--- config.mk ---
export PLATFORM = sky130hd
export DESIGN_NAME = pipeline_perf_counter
export DESIGN_NICKNAME = d
export VERILOG_FILES = /design/src/rtl/pipeline_perf_counter.sv
export SDC_FILE = /design/constraint.sdc
export NUM_CORES = 1
export LEC_CHECK = 0
export ABC_AREA = 1
export BUFFER_PORTS_ARGS = -buffer_cell sky130_fd_sc_hd__buf_4
export CAP_MARGIN = 0
export CORE_AREA = 2 2 115 139
export CTS_BUF_LIST = sky130_fd_sc_hd__clkbuf_4
export CTS_CLUSTER_SIZE = 10
export DETAILED_ROUTE_END_ITERATION = 16
export DIE_AREA = 0 0 117 141
export PLACE_DENSITY = 0.72
export SLEW_MARGIN = 30
export SYNTH_ARGS = -nofsm -noshare
export SYNTH_HDL_FRONTEND = slang
export SYNTH_SLANG_ARGS = --single-unit
--- constraint.sdc ---
create_clock -name clk_i -period 2.7 [get_ports clk_i]
set_input_delay 0.27 -clock clk_i [delete_from_list [all_inputs] [get_ports clk_i]]
set_output_delay 0.27 -clock clk_i [all_outputs]
set_load 0.005 [all_outputs]
--- src/rtl/pipeline_perf_counter.sv ---
// Pipeline performance counter: a free-running cycle counter plus N_EVT
// event counters, gated by a run FSM with an optional cycle limit, each
// saturating with a sticky overflow flag, read through a registered mux.
//
// state   | meaning
// --------+------------------------------------------------------------
// IDLE    | waiting for start_i; nothing counts
// RUN     | counting while start_i=1, paused (holding) while start_i=0
// DONE    | cycle limit reached; counters frozen until clear or reset
module pipeline_perf_counter #(
    parameter int                 N_EVT      = 2,
    parameter int                 CNT_W      = 32,
    parameter int                 MAX_CYCLES = 30,
    parameter logic [N_EVT-1:0]   EDGE_MASK  = '0,
    parameter int                 SEL_W      = 5
) (
    input  logic              clk_i,
    input  logic              rst_n_i,
    input  logic              start_i,
    input  logic              clear_i,
    input  logic [N_EVT-1:0]  evt_i,
    input  logic [SEL_W-1:0]  rd_sel_i,
    output logic [CNT_W-1:0]  rd_data_o,
    output logic [N_EVT:0]    ovf_o,
    output logic              running_o,
    output logic              done_o
);

    localparam logic [1:0] ST_IDLE = 2'd0;
    localparam logic [1:0] ST_RUN  = 2'd1;
    localparam logic [1:0] ST_DONE = 2'd2;

    localparam logic [CNT_W-1:0] LP_SAT     = '1;
    localparam logic [CNT_W-1:0] LP_LAST    = (MAX_CYCLES == 0) ? '0 : CNT_W'(MAX_CYCLES - 1);
    localparam logic             LP_LIMITED = (MAX_CYCLES != 0);

    // Index N_EVT of r_cnt is the cycle counter; 0..N_EVT-1 are event channels.
    logic [1:0]        r_state;
    logic [CNT_W-1:0]  r_cnt [N_EVT+1];
    logic [N_EVT-1:0]  r_evt_prev;
    logic [CNT_W-1:0]  r_rd_data;
    logic [N_EVT:0]    r_ovf;

    logic              w_counting;
    logic              w_last;
    logic [N_EVT:0]    w_inc;
    logic [CNT_W-1:0]  w_rd_mux;

    assign w_counting = (r_state == ST_RUN) && start_i;
    assign w_last     = LP_LIMITED && (r_cnt[N_EVT] == LP_LAST);

    // Per-channel increment requests: level or rising-edge qualified.
    always_comb begin
        w_inc        = '0;
        w_inc[N_EVT] = w_counting;
        for (int k = 0; k < N_EVT; k++) begin
            if (EDGE_MASK[k]) begin
                w_inc[k] = w_counting && evt_i[k] && !r_evt_prev[k];
            end else begin
                w_inc[k] = w_counting && evt_i[k];
            end
        end
    end

    // Readout select; out-of-range selects return zero.
    always_comb begin
        w_rd_mux = '0;
        for (int k = 0; k <= N_EVT; k++) begin
            if (rd_sel_i == SEL_W'(k)) begin
                w_rd_mux = r_cnt[k];
            end
        end
    end

    // Run-control FSM; clear behaves like reset.
    always_ff @(posedge clk_i) begin
        if (!rst_n_i || clear_i) begin
            r_state <= ST_IDLE;
        end else begin
            case (r_state)
                ST_IDLE: if (start_i)                 r_state <= ST_RUN;
                ST_RUN:  if (w_counting && w_last)    r_state <= ST_DONE;
                ST_DONE: r_state <= ST_DONE;
                default: r_state <= ST_IDLE;
            endcase
        end
    end

    // Saturating counters with sticky overflow, and the edge-detect history.
    always_ff @(posedge clk_i) begin
        if (!rst_n_i || clear_i) begin
            for (int k = 0; k <= N_EVT; k++) begin
                r_cnt[k] <= '0;
            end
            r_ovf      <= '0;
            r_evt_prev <= '0;
        end else begin
            r_evt_prev <= evt_i;
            for (int k = 0; k <= N_EVT; k++) begin
                if (w_inc[k]) begin
                    if (r_cnt[k] == LP_SAT) begin
                        r_ovf[k] <= 1'b1;
                    end else begin
                        r_cnt[k] <= r_cnt[k] + CNT_W'(1);
                    end
                end
            end
        end
    end

    // Registered readout; clear does not touch it so it keeps tracking rd_sel_i.
    always_ff @(posedge clk_i) begin
        if (!rst_n_i) begin
            r_rd_data <= '0;
        end else begin
            r_rd_data <= w_rd_mux;
        end
    end

    assign rd_data_o = r_rd_data;
    assign ovf_o     = r_ovf;
    assign running_o = (r_state == ST_RUN);
    assign done_o    = (r_state == ST_DONE);

endmodule

==> results of run 1 <==
synth_stat cells (all sizes together):
cell / n / area share, %
inv: 241 / 11
a21boi: 1 / 0.092
o21a: 2 / 0.18
xnor2: 1 / 0.11
a21oi: 2 / 0.12
dfxtp: 37 / 9.1
o22ai: 18 / 1.4
clkbuf: 12 / 0.55
ha: 8 / 1.2
buf: 11 / 1.1
o21ai: 47 / 2.9
edfxtp: 96 / 35
nor2: 157 / 7.4
nand2: 293 / 14
clkinv: 1 / 0.046
nor3: 40 / 2.7
nand3b: 2 / 0.18
nand4: 16 / 1.2
nand3: 43 / 3.0
xor2: 81 / 8.7
cell type report:
type                    instances  area [µm²]
flip-flops and latches        133        3620
diodes                          1        2.50
multi-input cells             711        3490
inverters                     242         908
fillers                      1475        6280
clock buffers                  18         135
clock inverters                14         184
well taps                     208         260
repair buffers                 60         450
sequential cells by signal (all words and copies together) (netlist names):
name / flops
ovf_o: 3
r_cnt: 96
r_state: 2
rd_data_o: 32
routing by layer:
layer	vias up	wire length, µm	track usage [%]	share of wire (%)
li1	3520	-	-	-
met1	3203	9140	37.0	41
met2	321	10600	44.6	48
met3	63	1630	5.85	7.4
met4	0	796	12.1	3.6
met5	-	0	0	0
stage by stage:
| stage | hold slack, ns | cell area [µm²] | total power, µW |
|---|---|---|---|
| 5_1_grt | 0.133 | 9050 | 4340 |
| 3_5_place_dp | 0.465 | 8730 | 2690 |
| 6_report | 0.103 | 9050 | 4200 |
| 4_1_cts | 0.0853 | 9050 | 4210 |
| 3_3_place_gp | 0.456 | 8730 | 2690 |
| 2_1_floorplan | 0.394 | 8150 | 2570 |
cell families (layout without fill, tap and decap cells):
logic type | after synthesis | after routing | share of synthesized area, %
AO/OA/AOI/OAI | 70 | 70 | 4.67
XOR/XNOR | 82 | 82 | 8.81
adder cells (fa/ha/maj) | 8 | 8 | 1.23
buffers and inverters | 265 | 334 | 12.8
flip-flops | 133 | 133 | 44.5
other | 0 | 1 | 0
AND/OR/NAND/NOR | 551 | 551 | 28.1
worst max-delay path by stage:
stage	start	end	slack, ns	depth (start not counted)
floorplan	r_cnt[0][64]$_SDFFCE_PN0P_	r_cnt[0][64]$_SDFFCE_PN0P_	0.43	8
global placement	r_cnt[0][33]$_SDFFCE_PN0P_	r_cnt[0][50]$_SDFFCE_PN0P_	0.43	11
detailed placement	r_cnt[0][64]$_SDFFCE_PN0P_	r_cnt[0][54]$_SDFFCE_PN0P_	0.36	11
CTS	r_cnt[0][64]$_SDFFCE_PN0P_	r_cnt[0][54]$_SDFFCE_PN0P_	0.33	11
global route	r_cnt[0][32]$_SDFFCE_PN0P_	r_cnt[0][61]$_SDFFCE_PN0P_	0.11	11
finish	r_cnt[0][64]$_SDFFCE_PN0P_	r_cnt[0][48]$_SDFFCE_PN0P_	0.33	11
power groups by stage:
stage          clock [µW]  sequential, µW  combinational [µW]
6_report             1550            2360                 301
5_1_grt              1640            2370                 334
4_1_cts              1560            2350                 299
3_5_place_dp            0            2400                 297
3_3_place_gp            0            2400                 294
2_1_floorplan           0            2370                 203
worst max-delay path, cell delays in order (launching register included):
cell	delay, ns
edfxtp_1	0.52
ha_1	0.28
clkinv_1	0.08
nor2_4	0.05
nand2_2	0.11
nor2_2	0.06
nand2_1	0.11
nand3_2	0.11
nand3_4	0.12
buf_4	0.53
nand2_1	0.16
inv_2	0.07
cell usage in the layout, fill, tap and decap left out, types with 2 or more instances in the layout:
| cell | synthesis | routed |
|---|---|---|
| xor2_1 | 81 | 81 |
| edfxtp_1 | 96 | 96 |
| o21ai_0 | 47 | 47 |
| a21oi_1 | 2 | 2 |
| buf_4 | 0 | 60 |
| inv_2 | 41 | 42 |
| clkinv_1 | 1 | 2 |
| clkinv_2 | 0 | 2 |
| o22ai_1 | 18 | 18 |
| inv_1 | 200 | 200 |
| nand2_1 | 292 | 292 |
| nor2_2 | 4 | 4 |
| nand3b_1 | 2 | 2 |
| inv_4 | 0 | 2 |
| clkinv_4 | 0 | 3 |
| nor3_2 | 4 | 4 |
| dfxtp_1 | 37 | 37 |
| nand3_1 | 39 | 39 |
| nor2_1 | 152 | 152 |
| clkbuf_4 | 0 | 18 |
| o21a_1 | 2 | 2 |
| nand3_2 | 3 | 3 |
| bufinv_16 | 0 | 4 |
| nor3_1 | 36 | 36 |
| ha_1 | 8 | 8 |
| nand4_1 | 16 | 16 |
==> results.cfg, run 1 <==
[run_status]
status = finished, final reports clean

[global_route]
grt_pass1_vias = 6763
overflow = 0
antenna_found_initial = 1
grt_pass1_wl_um = 35000
grt_usage_pct = 28.1
grt_max_degree = 62

[timing]
fin_crit_ns = 2.37
worst_slew_pin_slew_ns = 0.755
max_slew_margin_pct = 49.6
drv_slew = 0
timing.final.crit_share_pct = 87.9
fin_skew_ns = 0.0229
setup_viol = 0
fmax_mhz = 421
rsz0062_at_grt = no
worst_slack_ns = 0.327
finalSetupTns_ns = 0
finalHoldViolCount = 0

[pwr]
combPwrFrac_pct = 7.2
sw_frac_of_total_pct = 26.3
vdd_drop_max_mv = 0.286
p_seq_share_pct = 56.0
internal_power_uw = 3100
cellLeakagePower_uw = 0.00434
p_per_area_nw_per_um2 = 464
p_clk_share_pct = 36.8
p_switching_uw = 1100

[job]
maxCapViolations = 0

[cts]
cts_buffer_depth = 2
root_buffer = clkbuf_4
cts.clk_slew.worst_paths_ns = 0.13
ctsResizeCount = 0
cts_setup_buffers = 0
hold_buffers = 0
cts_tree = built
cts_made_buffers = 17
clock_latency_ns = 0.60
cts_sinks = 133
htreeDepth = 4

[hold_path]
holdPathStages = 5
hp-class = in -> reg
min_from = start_i
whs_endpoint = r_state[0]$_SDFFE_PP0P_

[floorplanning]
start_util_pct = 53.2
design.die.area_um2 = 16500
fp-row-count = 50
die_h_um = 141
core_um2 = 15300
pin_count = 48
dieWidth_um = 117

[place]
dp_slack_ns = 0.356
portBuffers = 47
place.gp.congestion = 0.956
hpwl_um = 16800
dp_cells = 1354

[worst_setup_path]
timing.reg2reg.setup_slack_ns = 0.33
required_ns = 3.17
rr_startpoint = r_cnt[0][64]$_SDFFCE_PN0P_
end_kind = flop
crit_path_max_fanout = 61
critPathKind = reg -> reg
start_kind = flop
reg2reg_depth = 11
cp.arrival_ns = 2.84
worst_r2r_endpoint = r_cnt[0][48]$_SDFFCE_PN0P_

[route]
routed_wirelength_um = 22100
ant_nets = 0
route.detailed.drc = 0
first_pass_iters = 9
viasPerCell = 5.12
num_vias = 7107
wire_per_inst_um = 16.0
drt-initial-drc-count = 799

[logic_synthesis]
synth.avg_cell_area_um2 = 7.35
yosysWarnings = 0
synthCells = 1109
synth_nets = 1128
syn_area_um2 = 8150
yosysUniqueCellTypes = 28
ys_seq_area_share_pct = 44.5
ys_seq_elements = 133

[layout]
drive_gt1_share_pct = 12.4
fin_cells = 1387
syn_to_final_growth_pct = 11.1
final_util_pct = 59.0
nNetsFinal = 1184
Note: power is estimated with default switching activity, not from simulation.
==> run 2: changes to the inputs <==
--- a/config.mk
+++ b/config.mk
@@ -13,6 +13,7 @@
 export CTS_CLUSTER_SIZE = 10
 export DETAILED_ROUTE_END_ITERATION = 16
 export DIE_AREA = 0 0 117 141
+export MAX_ROUTING_LAYER = met4
 export PLACE_DENSITY = 0.72
 export SLEW_MARGIN = 30
 export SYNTH_ARGS = -nofsm -noshare
==> run 2 against run 1 <==
  * Cell count is the same
  * Non-clock buffer count unchanged
  * Critical path type unchanged
  * Wire length hardly changed
==> results.cfg, run 2 (synthesized netlist as in run 1, its figures left out) <==
[hold_path]
hp-class = in -> reg
whs_endpoint = rd_data_o[6]$_SDFF_PN0_
holdPathStages = 3
min_from = rst_n_i

[cts]
clock_latency_ns = 0.60
cts_sinks = 133
cts_buffer_depth = 2
root_buffer = clkbuf_4
ctsResizeCount = 0
hold_buffers = 0
cts_setup_buffers = 0
cts.clk_slew.worst_paths_ns = 0.13
htreeDepth = 4
cts_made_buffers = 17
cts_tree = built

[place]
hpwl_um = 16800
portBuffers = 47
dp_slack_ns = 0.472
dpl-instance-area_um2 = 8740
place.gp.congestion = 0.949

[global_route]
grt_max_degree = 59
grt_pass1_wl_um = 34800
grt_pass1_vias = 6679
grt_usage_pct = 28.8
overflow = 0
antenna_found_initial = 1

[worst_setup_path]
critPathKind = reg -> reg
end_kind = flop
crit_path_max_fanout = 38
cp_slowest_cell = edfxtp_1
path_cells = ha_1 > nand3_1 > inv_2 > nand2_1 > nor2_1 > nand2_1 > nand3_2 > nand3_4 > buf_4 > nand2_1 > inv_1
required_ns = 3.04
crit_path_frequent_cell = nand2_1
worst_r2r_endpoint = r_cnt[0][85]$_SDFFCE_PN0P_
rr_startpoint = r_cnt[0][33]$_SDFFCE_PN0P_
max_stage_delay_ns = 0.41
timing.reg2reg.setup_slack_ns = 0.40
reg2reg_depth = 11
cp.arrival_ns = 2.64
start_kind = flop

[timing]
setup_viol = 0
drv_slew = 0
worst_slew_pin_slew_ns = 0.748
fmax_mhz = 435
fin_skew_ns = 0.0288
finalHoldViolCount = 0
worst_slack_ns = 0.399
finalSetupTns_ns = 0
fin_crit_ns = 2.30
rsz0062_at_grt = no
timing.final.crit_share_pct = 85.2
max_slew_margin_pct = 50.0

[floorplanning]
pin_count = 48
fp-row-count = 50
start_util_pct = 53.2
dieWidth_um = 117
design.die.area_um2 = 16500
die_h_um = 141
core_um2 = 15300

[layout]
regMostFlops = r_cnt
final_common_cell = nand2_1
syn_to_final_growth_pct = 11.1
multi_input_area_um2 = 3490
n_fill_cell = 1465
layout_common_cells = nand2_1 (292), inv_1 (200), nor2_1 (152)
seqCellArea_um2 = 3620
design_area_um2 = 9050
drive_gt1_share_pct = 12.5
largest_reg_flops = 96
nNetsFinal = 1184
final_util_pct = 59.1

[route]
wire_per_inst_um = 16.0
drt-initial-drc-count = 817
route.detailed.drc = 0
first_pass_iters = 7
ant_nets = 0
viasPerCell = 5.13
routed_wirelength_um = 22100
num_vias = 7120

[pwr]
p_per_area_nw_per_um2 = 459
sw_frac_of_total_pct = 27.2
internal_power_uw = 3030
p_seq_share_pct = 56.6
vdd_drop_max_mv = 0.337
p_clk_share_pct = 36.0
combPwrFrac_pct = 7.3
cellLeakagePower_uw = 0.00434
power_uw = 4160
p_switching_uw = 1130

[run_status]
status = finished, final reports clean

[job]
maxCapViolations = 0
## run 2: how the worst max path moves through the flow
stage          cells past startpoint                       start                    endpoint  slack, ns
6_report                          11  r_cnt[0][33]$_SDFFCE_PN0P_  r_cnt[0][85]$_SDFFCE_PN0P_       0.40
2_1_floorplan                      8  r_cnt[0][64]$_SDFFCE_PN0P_  r_cnt[0][64]$_SDFFCE_PN0P_       0.43
4_1_cts                           11  r_cnt[0][33]$_SDFFCE_PN0P_  r_cnt[0][18]$_SDFFCE_PN0P_       0.44
3_5_place_dp                      11  r_cnt[0][33]$_SDFFCE_PN0P_  r_cnt[0][18]$_SDFFCE_PN0P_       0.47
5_1_grt                           11   r_cnt[0][0]$_SDFFCE_PN0P_  r_cnt[0][18]$_SDFFCE_PN0P_       0.28
3_3_place_gp                      11  r_cnt[0][33]$_SDFFCE_PN0P_  r_cnt[0][80]$_SDFFCE_PN0P_       0.56
## run 2: power by group through the flow
stage                     logic (µW)  clock network [µW]  registers [µW]
after detailed placement         299                   0            2400
final                            304                1500            2360
after CTS                        301                1510            2350
after floorplan                  203                   0            2370
after global placement           295                   0            2400
after global routing             338                1610            2360
## run 2: critical path: cells and delay by family (launching register included)
family | cells | cell delay [ns]
buf+inv | 3 | 0.42
simple gates | 7 | 0.96
fa+ha+maj | 1 | 0.24
flops | 1 | 0.41
## run 2: metrics by stage
step | hold slack, ns | std cells
2_1_floorplan | 0.394 | 1109
3_3_place_gp | 0.454 | 1354
3_5_place_dp | 0.461 | 1354
4_1_cts | 0.0516 | 1386
5_1_grt | 0.0883 | 1387
6_report | 0.0861 | 1387
## run 2: per-layer routing
layer | up-vias | global-route usage (%) | share of wire [%]
met5 | - | - | 0
met4 | 0 | 10.0 | 2.5
met3 | 43 | 4.21 | 7.0
met2 | 280 | 45.4 | 48
met1 | 3271 | 37.9 | 43
li1 | 3526 | - | -
## run 2: area by class of cell
cell class	count	share of cell area (%)
Clock buffer	18	1.49
Multi-Input combinational cell	711	38.5
Sequential cell	133	40.0
Antenna cell	1	0.0276
Tap cell	208	2.87
Timing Repair Buffer	60	5.11
Clock inverter	14	1.92
Inverter	242	10.0
==> run 3: changes to the inputs <==
--- a/config.mk
+++ b/config.mk
@@ -9,7 +9,6 @@
 export BUFFER_PORTS_ARGS = -buffer_cell sky130_fd_sc_hd__buf_4
 export CAP_MARGIN = 0
 export CORE_AREA = 2 2 115 139
-export CTS_BUF_LIST = sky130_fd_sc_hd__clkbuf_4
 export CTS_CLUSTER_SIZE = 10
 export DETAILED_ROUTE_END_ITERATION = 16
 export DIE_AREA = 0 0 117 141
==> run 3 against run 2 <==
  * Flip-flop and latch count unchanged
  * Non-clock buffer count unchanged
  * Highest routed layer unchanged
  * Cell count about the same
==> results.cfg, run 3 (synthesized netlist as in run 1, its figures left out) <==
[run_status]
status = finished, final reports clean

[place]
dp_slack_ns = 0.472
hpwl_um = 16800
portBuffers = 47
place.gp.congestion = 0.949
dp_cells = 1354

[pwr]
p_per_area_nw_per_um2 = 535
cellLeakagePower_uw = 0.00447
power_uw = 5000
internal_power_uw = 3740
p_seq_share_pct = 47.2
p_switching_uw = 1250
combPwrFrac_pct = 6.1
p_clk_share_pct = 46.7
vdd_drop_max_mv = 0.443
sw_frac_of_total_pct = 25.1

[floorplanning]
fp-row-count = 50
pin_count = 48
dieWidth_um = 117
die_h_um = 141
start_util_pct = 53.2
design.die.area_um2 = 16500
core_um2 = 15300

[timing]
finalHoldViolCount = 0
worst_slack_ns = 0.430
fin_crit_ns = 2.27
timing.final.crit_share_pct = 84.1
drv_slew = 0
max_slew_margin_pct = 49.6
finalSetupTns_ns = 0
setup_viol = 0
worst_slew_pin_slew_ns = 0.754
whs_ns = 0.256
fin_skew_ns = 0.00933
rsz0062_at_grt = no
fmax_mhz = 441

[global_route]
grt_max_degree = 59
overflow = 0
antenna_found_initial = 0
grt_usage_pct = 28.8
met3_usage_pct = 5.55
busiest_layer = met2
use_met1_pct = 37.2
use_met2_pct = 45.1
grt_pass1_wl_um = 34700
grt_pass1_vias = 6735

[worst_setup_path]
cp_slowest_cell = edfxtp_1
critPathKind = reg -> reg
required_ns = 2.89
cp.arrival_ns = 2.46
start_kind = flop
timing.reg2reg.setup_slack_ns = 0.43
crit_path_frequent_cell = nand2_1
end_kind = flop
crit_path_max_fanout = 38
max_stage_delay_ns = 0.38
path_cells = ha_1 > nand3_1 > inv_2 > nand2_1 > nor2_1 > nand2_1 > nand3_2 > nand3_4 > buf_4 > nand2_1 > inv_1

[cts]
cts_sinks = 133
ctsResizeCount = 0
cts_buffer_depth = 2
cts_tree = built
cts.clk_slew.worst_paths_ns = 0.06
hold_buffers = 0
clock_latency_ns = 0.44
htreeDepth = 4
cts_made_buffers = 17
cts_setup_buffers = 0
root_buffer = clkbuf_16

[layout]
diodes = 0
fin_cells = 1386
largest_reg_flops = 96
seqCellArea_um2 = 3620
drive_gt1_share_pct = 12.4
layout_common_cells = nand2_1 (292), inv_1 (200), nor2_1 (152)
nNetsFinal = 1184
syn_to_final_growth_pct = 14.6
n_fill_cell = 1422
multi_input_area_um2 = 3490
final_common_cell = nand2_1
regMostFlops = r_cnt

[route]
num_vias = 7131
route.detailed.drc = 0
wire_per_inst_um = 16.0
viasPerCell = 5.15
drt-initial-drc-count = 700
ant_nets = 0
first_pass_iters = 5
routed_wirelength_um = 22200

[job]
maxCapViolations = 0

[hold_path]
hp-class = in -> reg
## run 3: worst paths after layout
check | cells past startpoint | endpoint | startpoint
worst max register to register | 11 | r_cnt[0][18]$_SDFFCE_PN0P_ | r_cnt[0][32]$_SDFFCE_PN0P_
worst min-delay path | 3 | rd_data_o[6]$_SDFF_PN0_ | rst_n_i
worst min register to register | 2 | ovf_o[1]$_SDFFE_PP0P_ | ovf_o[1]$_SDFFE_PP0P_
worst max-delay path | 11 | r_cnt[0][18]$_SDFFCE_PN0P_ | r_cnt[0][32]$_SDFFCE_PN0P_
## run 3: cell type report
type | count | area share (%)
Tap cell | 208 | 2.79
Multi-Input combinational cell | 711 | 37.3
Sequential cell | 133 | 38.8
Timing Repair Buffer | 60 | 4.96
Clock inverter | 10 | 0.857
Clock buffer | 22 | 5.55
Inverter | 242 | 9.73
## run 3: critical path: cells and delay by family, from the launching register on
kind / cells / cell delay [ns]
adders and majority gates: 1 / 0.24
and+or+nand+nor: 7 / 0.97
buffers and inverters: 3 / 0.42
DFF: 1 / 0.38
## run 3: per-stage QoR
| stage | utilization [%] | instance area [µm²] |
|---|---|---|
| 2_1_floorplan | - | 8150 |
| 3_3_place_gp | 57.0 | 8740 |
| 3_5_place_dp | 57.0 | 8740 |
| 4_1_cts | 60.9 | 9340 |
| 5_1_grt | 60.9 | 9340 |
| 6_report | 60.9 | 9340 |
## run 3: metal layers
metal | wire, µm | vias up | share of wire, %
met2 | 10600 | 295 | 48
met5 | 0 | - | 0
met4 | 642 | 0 | 2.9
met1 | 9430 | 3268 | 43
li1 | - | 3527 | -
met3 | 1540 | 41 | 6.9
## run 3: power by group through the flow
| stage | registers [µW] | logic, µW | clock network, µW |
|---|---|---|---|
| floorplan | 2370 | 203 | 0 |
| global placement | 2400 | 295 | 0 |
| detailed placement | 2400 | 299 | 0 |
| CTS | 2360 | 301 | 2340 |
| global route | 2370 | 338 | 2430 |
| finish | 2360 | 304 | 2330 |
